[src/rtl/ddr_lane_serializer.sv]
// Parallel-word to DDR lane serializer: each word is sliced into BEATS beats of rise/fall
// lane pairs, with a training mode, frame marker and sticky/saturating underrun accounting.
module ddr_lane_serializer #(
    parameter int                LANES      = 8,
    parameter int                WORD_W     = 32,
    parameter logic [WORD_W-1:0] TRAIN_WORD = WORD_W'(32'hA55A_F00F)
) (
    input  logic              dco_clk,
    input  logic              rst,
    input  logic [1:0]        mode,
    input  logic [WORD_W-1:0] in_data,
    input  logic              in_valid,
    output logic              in_ready,
    output logic [LANES-1:0]  rise,
    output logic [LANES-1:0]  fall,
    output logic              frame,
    output logic              underrun,
    output logic [15:0]       underrun_cnt,
    input  logic              underrun_clr
);

    localparam int CHUNK_W = 2 * LANES;
    localparam int BEATS   = WORD_W / CHUNK_W;
    localparam int BEAT_W  = (BEATS > 1) ? $clog2(BEATS) : 1;
    localparam logic [BEAT_W-1:0] LAST_BEAT = BEAT_W'(BEATS - 1);
    localparam logic [BEAT_W-1:0] HALF_BEAT = BEAT_W'(BEATS / 2);

    generate
        if ((WORD_W != CHUNK_W * BEATS) || (BEATS < 2) || ((BEATS % 2) != 0)) begin : g_bad_cfg
            $error("ddr_lane_serializer: WORD_W must equal 2*LANES*BEATS with BEATS even and >= 2");
        end
    endgenerate

    typedef enum logic [1:0] {
        StOff   = 2'd0,
        StTrain = 2'd1,
        StData  = 2'd2
    } state_e;

    state_e              state_q;
    state_e              state_d;
    logic [BEAT_W-1:0]   beat_cnt;
    logic [BEAT_W-1:0]   beat_d;
    logic                boundary;
    logic [WORD_W-1:0]   word_q;
    logic [WORD_W-1:0]   word_d;
    logic [WORD_W-1:0]   shifted;
    logic [CHUNK_W-1:0]  chunk;
    logic [LANES-1:0]    rise_d;
    logic [LANES-1:0]    fall_d;
    logic                frame_d;
    logic                underrun_evt;
    logic                underrun_d;
    logic [15:0]         underrun_cnt_d;

    always_comb begin
        boundary = (beat_cnt == LAST_BEAT);
        in_ready = boundary && (mode == 2'd2);
    end

    // State register
    always_ff @(posedge dco_clk or posedge rst) begin
        if (rst) begin
            state_q <= StOff;
        end else begin
            state_q <= state_d;
        end
    end

    // Next-state: mode is only honoured on a boundary edge
    always_comb begin
        state_d = state_q;
        if (boundary) begin
            case (mode)
                2'd1:    state_d = StTrain;
                2'd2:    state_d = StData;
                default: state_d = StOff;
            endcase
        end
    end

    // Output/datapath decode
    always_comb begin
        word_d       = word_q;
        underrun_evt = 1'b0;
        if (boundary) begin
            case (state_d)
                StTrain: word_d = TRAIN_WORD;
                StData: begin
                    if (in_valid) begin
                        word_d = in_data;
                    end else begin
                        word_d       = '0;
                        underrun_evt = 1'b1;
                    end
                end
                default: word_d = '0;
            endcase
        end

        beat_d  = boundary ? '0 : beat_cnt + BEAT_W'(1);
        // Beat 0 is the most significant chunk of the word
        shifted = word_d << (CHUNK_W * int'(beat_d));
        chunk   = shifted[WORD_W-1 -: CHUNK_W];
        rise_d  = chunk[CHUNK_W-1:LANES];
        fall_d  = chunk[LANES-1:0];
        frame_d = (beat_d < HALF_BEAT);
    end

    // An underrun on the same edge as a clear restarts the count at one
    always_comb begin
        underrun_d     = underrun;
        underrun_cnt_d = underrun_cnt;
        if (underrun_evt) begin
            underrun_d = 1'b1;
            if (underrun_clr) begin
                underrun_cnt_d = 16'd1;
            end else if (underrun_cnt != 16'hFFFF) begin
                underrun_cnt_d = underrun_cnt + 16'd1;
            end
        end else if (underrun_clr) begin
            underrun_d     = 1'b0;
            underrun_cnt_d = 16'd0;
        end
    end

    always_ff @(posedge dco_clk or posedge rst) begin
        if (rst) begin
            beat_cnt     <= LAST_BEAT;
            word_q       <= '0;
            rise         <= '0;
            fall         <= '0;
            frame        <= 1'b0;
            underrun     <= 1'b0;
            underrun_cnt <= 16'd0;
        end else begin
            beat_cnt     <= beat_d;
            word_q       <= word_d;
            rise         <= rise_d;
            fall         <= fall_d;
            frame        <= frame_d;
            underrun     <= underrun_d;
            underrun_cnt <= underrun_cnt_d;
        end
    end

endmodule

[config.mk]
export PLATFORM = sky130hd
export DESIGN_NAME = ddr_lane_serializer
export DESIGN_NICKNAME = d
export VERILOG_FILES = /design/src/rtl/ddr_lane_serializer.sv
export SDC_FILE = /design/constraint.sdc
export NUM_CORES = 1
export LEC_CHECK = 0
export BUFFER_PORTS_ARGS = -buffer_cell sky130_fd_sc_hd__buf_2
export CAP_MARGIN = 20
export CORE_MARGIN = 5
export CORE_UTILIZATION = 25
export DETAILED_ROUTE_END_ITERATION = 6
export GPL_TIMING_DRIVEN = 0
export PLACE_DENSITY_LB_ADDON = 0.08
export SKIP_LAST_GASP = 1
export SYNTH_ARGS = -nofsm -noshare
export SYNTH_HDL_FRONTEND = slang
export SYNTH_SLANG_ARGS = --single-unit
export TNS_END_PERCENT = 20
[constraint.sdc]
create_clock -name dco_clk -period 4.8 [get_ports dco_clk]
set_input_delay 0.96 -clock dco_clk [delete_from_list [all_inputs] [get_ports dco_clk]]
set_output_delay 0.96 -clock dco_clk [all_outputs]
set_load 0.05 [all_outputs]
Word-level counts from Yosys, hierarchy flattened

Index checks and enable logic that the tools add are counted.
Widths: inputs -> output; s select.

Register bits: 69
Input port bits: 38
Output and inout bits: 35
Logic and storage cells: 36

Add/sub/neg operators: 2
Magnitude comparators: 1
Equal/unequal tests: 5
Shifts and indexed selects: 1
Mux-type cells: 15
Reductions and logical operators: 4

Operator list:

| cell                  | number |
|---|---|
| $mux 16               | 4 |
| $mux 32               | 2 |
| $pmux 32 s2           | 1 |
| $shl 32x5->32         | 1 |
| $add 16x1->16 const B | 1 |
| $ne 16x16->1 const B  | 1 |
| $mux 1                | 6 |
| $eq 2x1->1 const B    | 2 |
| $eq 2x2->1 const B    | 2 |
| $pmux 2 s2            | 1 |
| $reduce_bool 2->1     | 2 |
| $mux 2                | 1 |
| $reduce_and 2->1      | 1 |
| $add 1x1->1 const B   | 1 |
| $logic_and 1x1->1     | 1 |
| $lt 1x1->1 const B    | 1 |

Logic depth before layout (Yosys ltp)

Gate-level depths: netlist (run 1).

Depth in word-level cells: 8
Mapped depth: 11
Depth with buffers taken out: 8

Least setup slack after synthesis (run 1)

Ideal clock, no wire load.

Path type: input-to-reg
From: input port mode[1]
To: register underrun_cnt[9]
Library setup time: 0.078 ns
Arrival time: 3.521 ns
Data required time: 4.722 ns
Setup slack: 1.201 ns
Stages: 8
Buffers on the path: 1
Cells stage by stage: nor3b_1 -> a21o_1 -> ha_1 -> and3b_1 -> buf_2 -> nand3_1 -> or4_1 -> a21oi_1

Cells in the longest elaborated chain, start to end: 8
Elaborated cells between the ends (all ways): 10
Those cells by class: eq/ne: 3; mux: 5; reduce/logical: 2

RTL lines:

| element                                         | line | source |
|---|---|---|
| from (decl)                                     | 10   | `input logic [1:0] mode,` |
| $eq 2x2->1 / $eq 2x1->1 (equally long branches) | 74   | `case (mode)` |
| $pmux 2 s2 (*)                                  | 74   |  |
| $mux 2 (*)                                      | 73   | `if (boundary) begin` |
| net state_d[1]                                  | 41   | `state_e state_d;` |
| $eq 2x2->1 (*)                                  | 87   | `case (state_d)` |
| $mux 1 (*)                                      | 87   |  |
| $mux 1 (*)                                      | 86   | `if (boundary) begin` |
| $reduce_bool 2->1 (no source line)              | n/a  |  |
| $reduce_and 2->1 (no source line)               | n/a  |  |
| to (signal assigned)                            | 143  | `underrun_cnt <= underrun_cnt_d;` |
| to (decl)                                       | 18   | `output logic [15:0] underrun_cnt,` |

The timed path passes the listed nets; every way through them passes the cells marked *.
A chain may end at the register's enable or synchronous reset.

Final worst setup path (run 1)

From: register beat_cnt
To: register underrun_cnt[9]

Cells in the longest elaborated chain, start to end: 6
Elaborated cells between the ends (all ways): 7
Those cells by class: eq/ne: 1; mux: 4; reduce/logical: 2

RTL lines:

| element                            | line | source |
|---|---|---|
| from (decl)                        | 42   | `logic [BEAT_W-1:0] beat_cnt;` |
| from (signal assigned)             | 137  | `beat_cnt <= beat_d;` |
| $mux 2                             | 73   |  |
| $eq 2x2->1                         | 87   |  |
| $mux 1                             | 87   |  |
| $mux 1 (*)                         | 86   |  |
| $reduce_bool 2->1 (no source line) | n/a  |  |
| $reduce_and 2->1 (no source line)  | n/a  |  |

Mark *: on every way between the ends. The rest lies on a longest branch, timed or not.

==> metrics.cfg, run 1 <==
[cells_and_area]
syn2layout_area_growth_pct=26.6
layout-drive-gt1-share_pct=29.5
final_common_cell=buf_2
antennaDiodeCount=0
final_cell_mix=buf_2 (77), nand2_1 (62), dfrtp_1 (52)
final_nets=352
fillers=989
fin_util_pct=32.1

[routing]
drt-initial-drc-count=71
route.vias.total=1974
antenna_left=0
viasPerCell=4.67
first_pass_iters=4
totalWireLength_um=6120
drc=0
detail_route.wl_per_cell_um=14.5

[placement]
io_buffers=71
dpl.hpwl_um=4460
place_congestion=0.711

[timing]
relSlewSlack_pct=58.1
setup_viol=0
slew_viol_final=0
hold_violations=0
tightest_slew_ns=0.628
clock_skew_ns=0.00739
post-route-period-util_pct=56.8
fmax_mhz=367
rsz0062_at_grt=false
min_period_ns=2.73
setup_tns_ns=0

[grt]
grt_max_degree=29
grt.total_usage_pct=11.2
antenna_found_initial=0
grt_pass1_wl_um=10200
first_global_vias=2034
grt-ovfl-total=0

[clock_tree]
cts-hold-fix-buffers=0
cts_buffers=5
clk_latency_ns=0.31
htree_num_levels=2
cts-resized-gates=0
post_cts_buffers=0
cts_buffer_depth=2
cts.sinks=53
cts.clk_slew.worst_paths_ns=0.11
root_buffer=clkbuf_8
cts_tree=yes

[power_and_ir_drop]
p_per_area_nw_per_um2=279
p_leak_uw=0.00156
ir_worst_vdd_mv=0.107

[setup_path]
crit_type=register to register
required_ns=5.03
cp-end-kind=register
worstPathMaxFanout=8
worstSetupStartpointType=register
crit_arrival_ns=2.95

[floorplanning]
core-area_um2=9110
start_util_pct=25.3
io_pins=73
fp.dieH_um=106
rows=35
die_w_um=106
die_area_um2=11300

[synthesis]
synth_cells=232
ys_warn_count=0
synth-seq-area-share_pct=57.5
synthesis.nets=273
synthSimpleGateAreaFrac_pct=22.8
synthXorXnorAreaFrac_pct=0
synth_top_family_by_area=simple AND/OR/NAND/NOR gates
avgSynthCellArea_um2=9.95
synth_area_um2=2310
synth-adder-area-share_pct=1.63
synth_cell_types=33
synth_mux_area_share_pct=0
synth_compound_gate_area_share_pct=13.5
ys_ff_latch=53

[run]
drv_cap=0

[hold_path]
hp-class=register to register

[status]
status=finished, final reports clean

## path summary, 6_finish.rpt
path	depth (start not counted)	slack (ns)	start	end
setup / recovery	10	2.07	beat_cnt	underrun_cnt[9]
hold / removal	0	0.40	beat_cnt	frame
setup reg to reg	10	2.07	beat_cnt	underrun_cnt[9]
hold reg to reg	0	0.40	beat_cnt	frame
max in group asynchronous	3	3.51	rst	underrun_cnt[1]
min in group asynchronous	2	0.71	rst	asynchronous set/reset pin
## critical path, stage by stage, from the launching register on
cell	delay [ns]
dfstp_2	0.54
buf_2	0.15
inv_2	0.09
buf_1	0.23
a21oi_1	0.24
ha_1	0.21
and3b_1	0.16
buf_2	0.16
nand3_1	0.19
or4_1	0.51
a21oi_1	0.17
## layout make-up
cell class	instances	area, um^2	share of cell area (%)
clock inverters	2	16.3	0.557
repair buffers	72	375	12.8
inverters	6	22.5	0.771
plain buffers	16	82.6	2.83
flip-flops and latches	53	1330	45.4
multi-input cells	157	876	30.0
clock buffers	6	82.6	2.83
well taps	111	139	4.75
## stage by stage
stage	cell area (um^2)	cells	hold WS, ns	total power, uW	worst slack, ns
6_report	2920	423	0.403	815	2.07
5_1_grt	2920	423	0.416	853	1.81
4_1_cts	2920	423	0.406	828	2.05
3_5_place_dp	2820	415	0.391	545	1.85
3_3_place_gp	2800	414	0.389	542	1.66
2_1_floorplan	2310	232	0.386	512	1.20
## synthesized netlist by cell type (all sizes together)
cell type / instances / area, um^2
nand4: 4 / 25.0
o31ai: 7 / 52.6
o21ai: 8 / 40.0
or3: 4 / 25.0
a21oi: 15 / 75.1
a21o: 2 / 15.0
or4: 7 / 52.6
nor2b: 2 / 12.5
a221o: 8 / 80.1
inv: 6 / 22.5
a31oi: 4 / 25.0
and3b: 1 / 8.76
dfstp: 1 / 26.3
nor3: 1 / 5.00
o311ai: 1 / 8.76
and2: 3 / 18.8
dfrtp: 52 / 1300
nor3b: 2 / 15.0
o21bai: 2 / 15.0
ha: 3 / 37.5
nand2: 62 / 233
buf: 10 / 60.1
and4: 5 / 46.3
and3: 3 / 18.8
nor2: 1 / 3.75
clkbuf: 6 / 22.5
nand3: 11 / 55.1
nand3b: 1 / 7.51
## where the power goes
group / switching (uW) / internal (uW) / leakage [uW]
Sequential: 3.39 / 456 / 0.000728
Clock: 162 / 119 / 0.0000478
Combinational: 49.6 / 24.6 / 0.000787
## kinds of logic (layout without fill, tap and decap cells)
group,count (synthesis),after routing
buffers and inverters,22,102
AOI/OAI and AO/OA,47,47
and+or+nand+nor,107,107
DFF,53,53
adders and majority gates,3,3
## metal layers
layer / vias to the layer above / GRT usage (%) / routed length (um)
met5: - / 0 / 0
met4: 0 / 2.59 / 56
met3: 4 / 3.83 / 410
met2: 55 / 18.5 / 2890
met1: 932 / 14.3 / 2760
li1: 983 / - / -
Power figures use the tool's default switching activity.
==> run 2, diff against run 1 <==
clock period = 2.8 ns   (was 4.8 ns; I/O delays follow)
==> run 2 against run 1 <==
Non-clock buffer count decreased by 1. Maximum frequency increased by 4.1%. Clock power increased by 55%. Utilization increased by 0.082 points. Register-to-register slack lost 1.9 ns. Design area grew 0.26%. Sequential power up 72%. Sequential cell count unchanged. Critical endpoint is now fall[3]. Largest power group unchanged.
==> metrics.cfg, run 2 (synthesized netlist as in run 1, its figures left out) <==
[floorplanning]
die_w_um=106
die_area_um2=11300
fp.dieH_um=106
io_pins=73
core-area_um2=9110
rows=35
start_util_pct=25.3

[setup_path]
worstSetupStartpointType=register
critPathMaxStageDelay_ns=0.54
worst-r2r-setup-slack_ns=0.18
crit_start=beat_cnt
critical_path.most_common_cell=clkbuf_1
slowest_stage=dfstp_2
crit_path_cell_trace=buf_2 > inv_2 > buf_1 > a21o_1 > ha_1 > nor2b_1 > and2_1 > clkbuf_1 > clkbuf_1 > a221o_1
crit_type=register to register
required_ns=3.04
cp_top_family=buffers and inverters
crit_arrival_ns=2.86
worstPathMaxFanout=8
r2r_start=beat_cnt
cp-end-kind=register
cp_num_buf_inv=5

[timing]
setup_tns_ns=0
fmax_mhz=382
slew_viol_final=0
hold_violations=0
relSlewSlack_pct=67.0
hold_ws_ns=0.265
post-route-period-util_pct=93.5
rsz0062_at_grt=true
tightest_slew_ns=0.496
clock_skew_ns=0.00658
min_period_ns=2.62
setup_viol=0

[placement]
dpl.hpwl_um=4570
placed_cells=415
place_congestion=0.683
io_buffers=71

[power_and_ir_drop]
power_frac_comb_pct=9.5
ir_worst_vdd_mv=0.190
p_int_uw=1000
p_per_area_nw_per_um2=461
swShare_pct=25.8
seqPwrFrac_pct=58.3
clkPwrFrac_pct=32.2
p_leak_uw=0.00155
total_power_uw=1350
switchingPower_uw=349

[cells_and_area]
final_cell_mix=buf_2 (76), nand2_1 (62), dfrtp_1 (52)
layout-drive-gt1-share_pct=30.2
antennaDiodeCount=0
fillers=1015
fin_cells=422
final_nets=351
syn2layout_area_growth_pct=26.9
final_common_cell=buf_2
fin_util_pct=32.2

[clock_tree]
htree_num_levels=2
root_buffer=clkbuf_8
cts.sinks=53
cts_buffers=5
post_cts_buffers=0
cts_buffer_depth=2
cts.clk_slew.worst_paths_ns=0.10
cts_tree=yes
clk_latency_ns=0.30

[routing]
detail_route.wl_per_cell_um=14.5
first_pass_iters=4
route.vias.total=1986
antenna_left=0
drt-initial-drc-count=59
drc=0
viasPerCell=4.71
totalWireLength_um=6120

[hold_path]
hp-class=primary input to asynchronous set/reset pin

[grt]
first_global_vias=2098
grt-ovfl-total=0
grt.total_usage_pct=11.5
grt_max_degree=34
grt_pass1_wl_um=10400
antenna_found_initial=0

[status]
status=finished, final reports clean

[run]
drv_cap=0

[run 2: changes by cell type in the layout (fill, tap and decap cells not counted)]
cell        change
clkbuf_4        +2
buf_2           -1
clkbuf_1        -1
clkbuf_8        -1
clkinvlp_4      +1
inv_6           -1
nand3_1         -1
nand3_2         +1
nor3b_1         -1
nor3b_4         +1
[run 2: layout make-up]
class / instances / area [um^2] / share of cell area (%)
multi-input combinational: 157 / 892 / 30.5
clock buffer: 6 / 72.6 / 2.48
buffer: 15 / 85.1 / 2.90
tap: 111 / 139 / 4.74
sequential: 53 / 1330 / 45.3
inverter: 6 / 22.5 / 0.769
timing repair buffer: 72 / 375 / 12.8
clock inverter: 2 / 15.0 / 0.513
[run 2: final timing paths]
path,endpoint,cells past startpoint
setup / recovery,fall[3],10
hold / removal,fall[5],2
setup reg to reg,fall[3],10
hold reg to reg,frame,0
max in group asynchronous,beat_cnt,3
min in group dco_clk,frame,0
[run 2: stage by stage]
step | worst slack, ns | cell area, um^2
after floorplan | 0.155 | 2320
after global placement | 0.0470 | 2810
after detailed placement | 0.0964 | 2830
after CTS | 0.0672 | 2920
after global routing | -0.0623 | 2930
final | 0.183 | 2930
[run 2: worst reg2reg max path, cell delays in order (launching register included)]
cell and delay, ns:
dfstp_2 0.54, buf_2 0.15, inv_2 0.10, buf_1 0.22, a21o_1 0.24, ha_1 0.27, nor2b_1 0.17, and2_1 0.15
clkbuf_1 0.24, clkbuf_1 0.31, a221o_1 0.16
[run 2: layer usage]
metal  routed length (um)  up-vias  track usage (%)  part of all wire (%)
li1                     -      979                -                     -
met1                 2650      952             14.3                    43
met2                 3000       51             19.4                    49
met3                  421        4             4.01                   6.9
met4                   43        0             2.50                  0.70
met5                    0        -                0                     0
[run 2: repair_timing]
action	in CTS	in global routing
resized for setup	0	6
hold buffers	0	0
setup endpoints to repair	0	31
[run 2: power by group through the flow]
stage	Clock [uW]	Combinational (uW)	Sequential [uW]
after floorplan	0	46.6	833
after global placement	0	128	803
after detailed placement	0	133	803
after CTS	464	133	788
after global routing	492	146	790
final	435	129	788
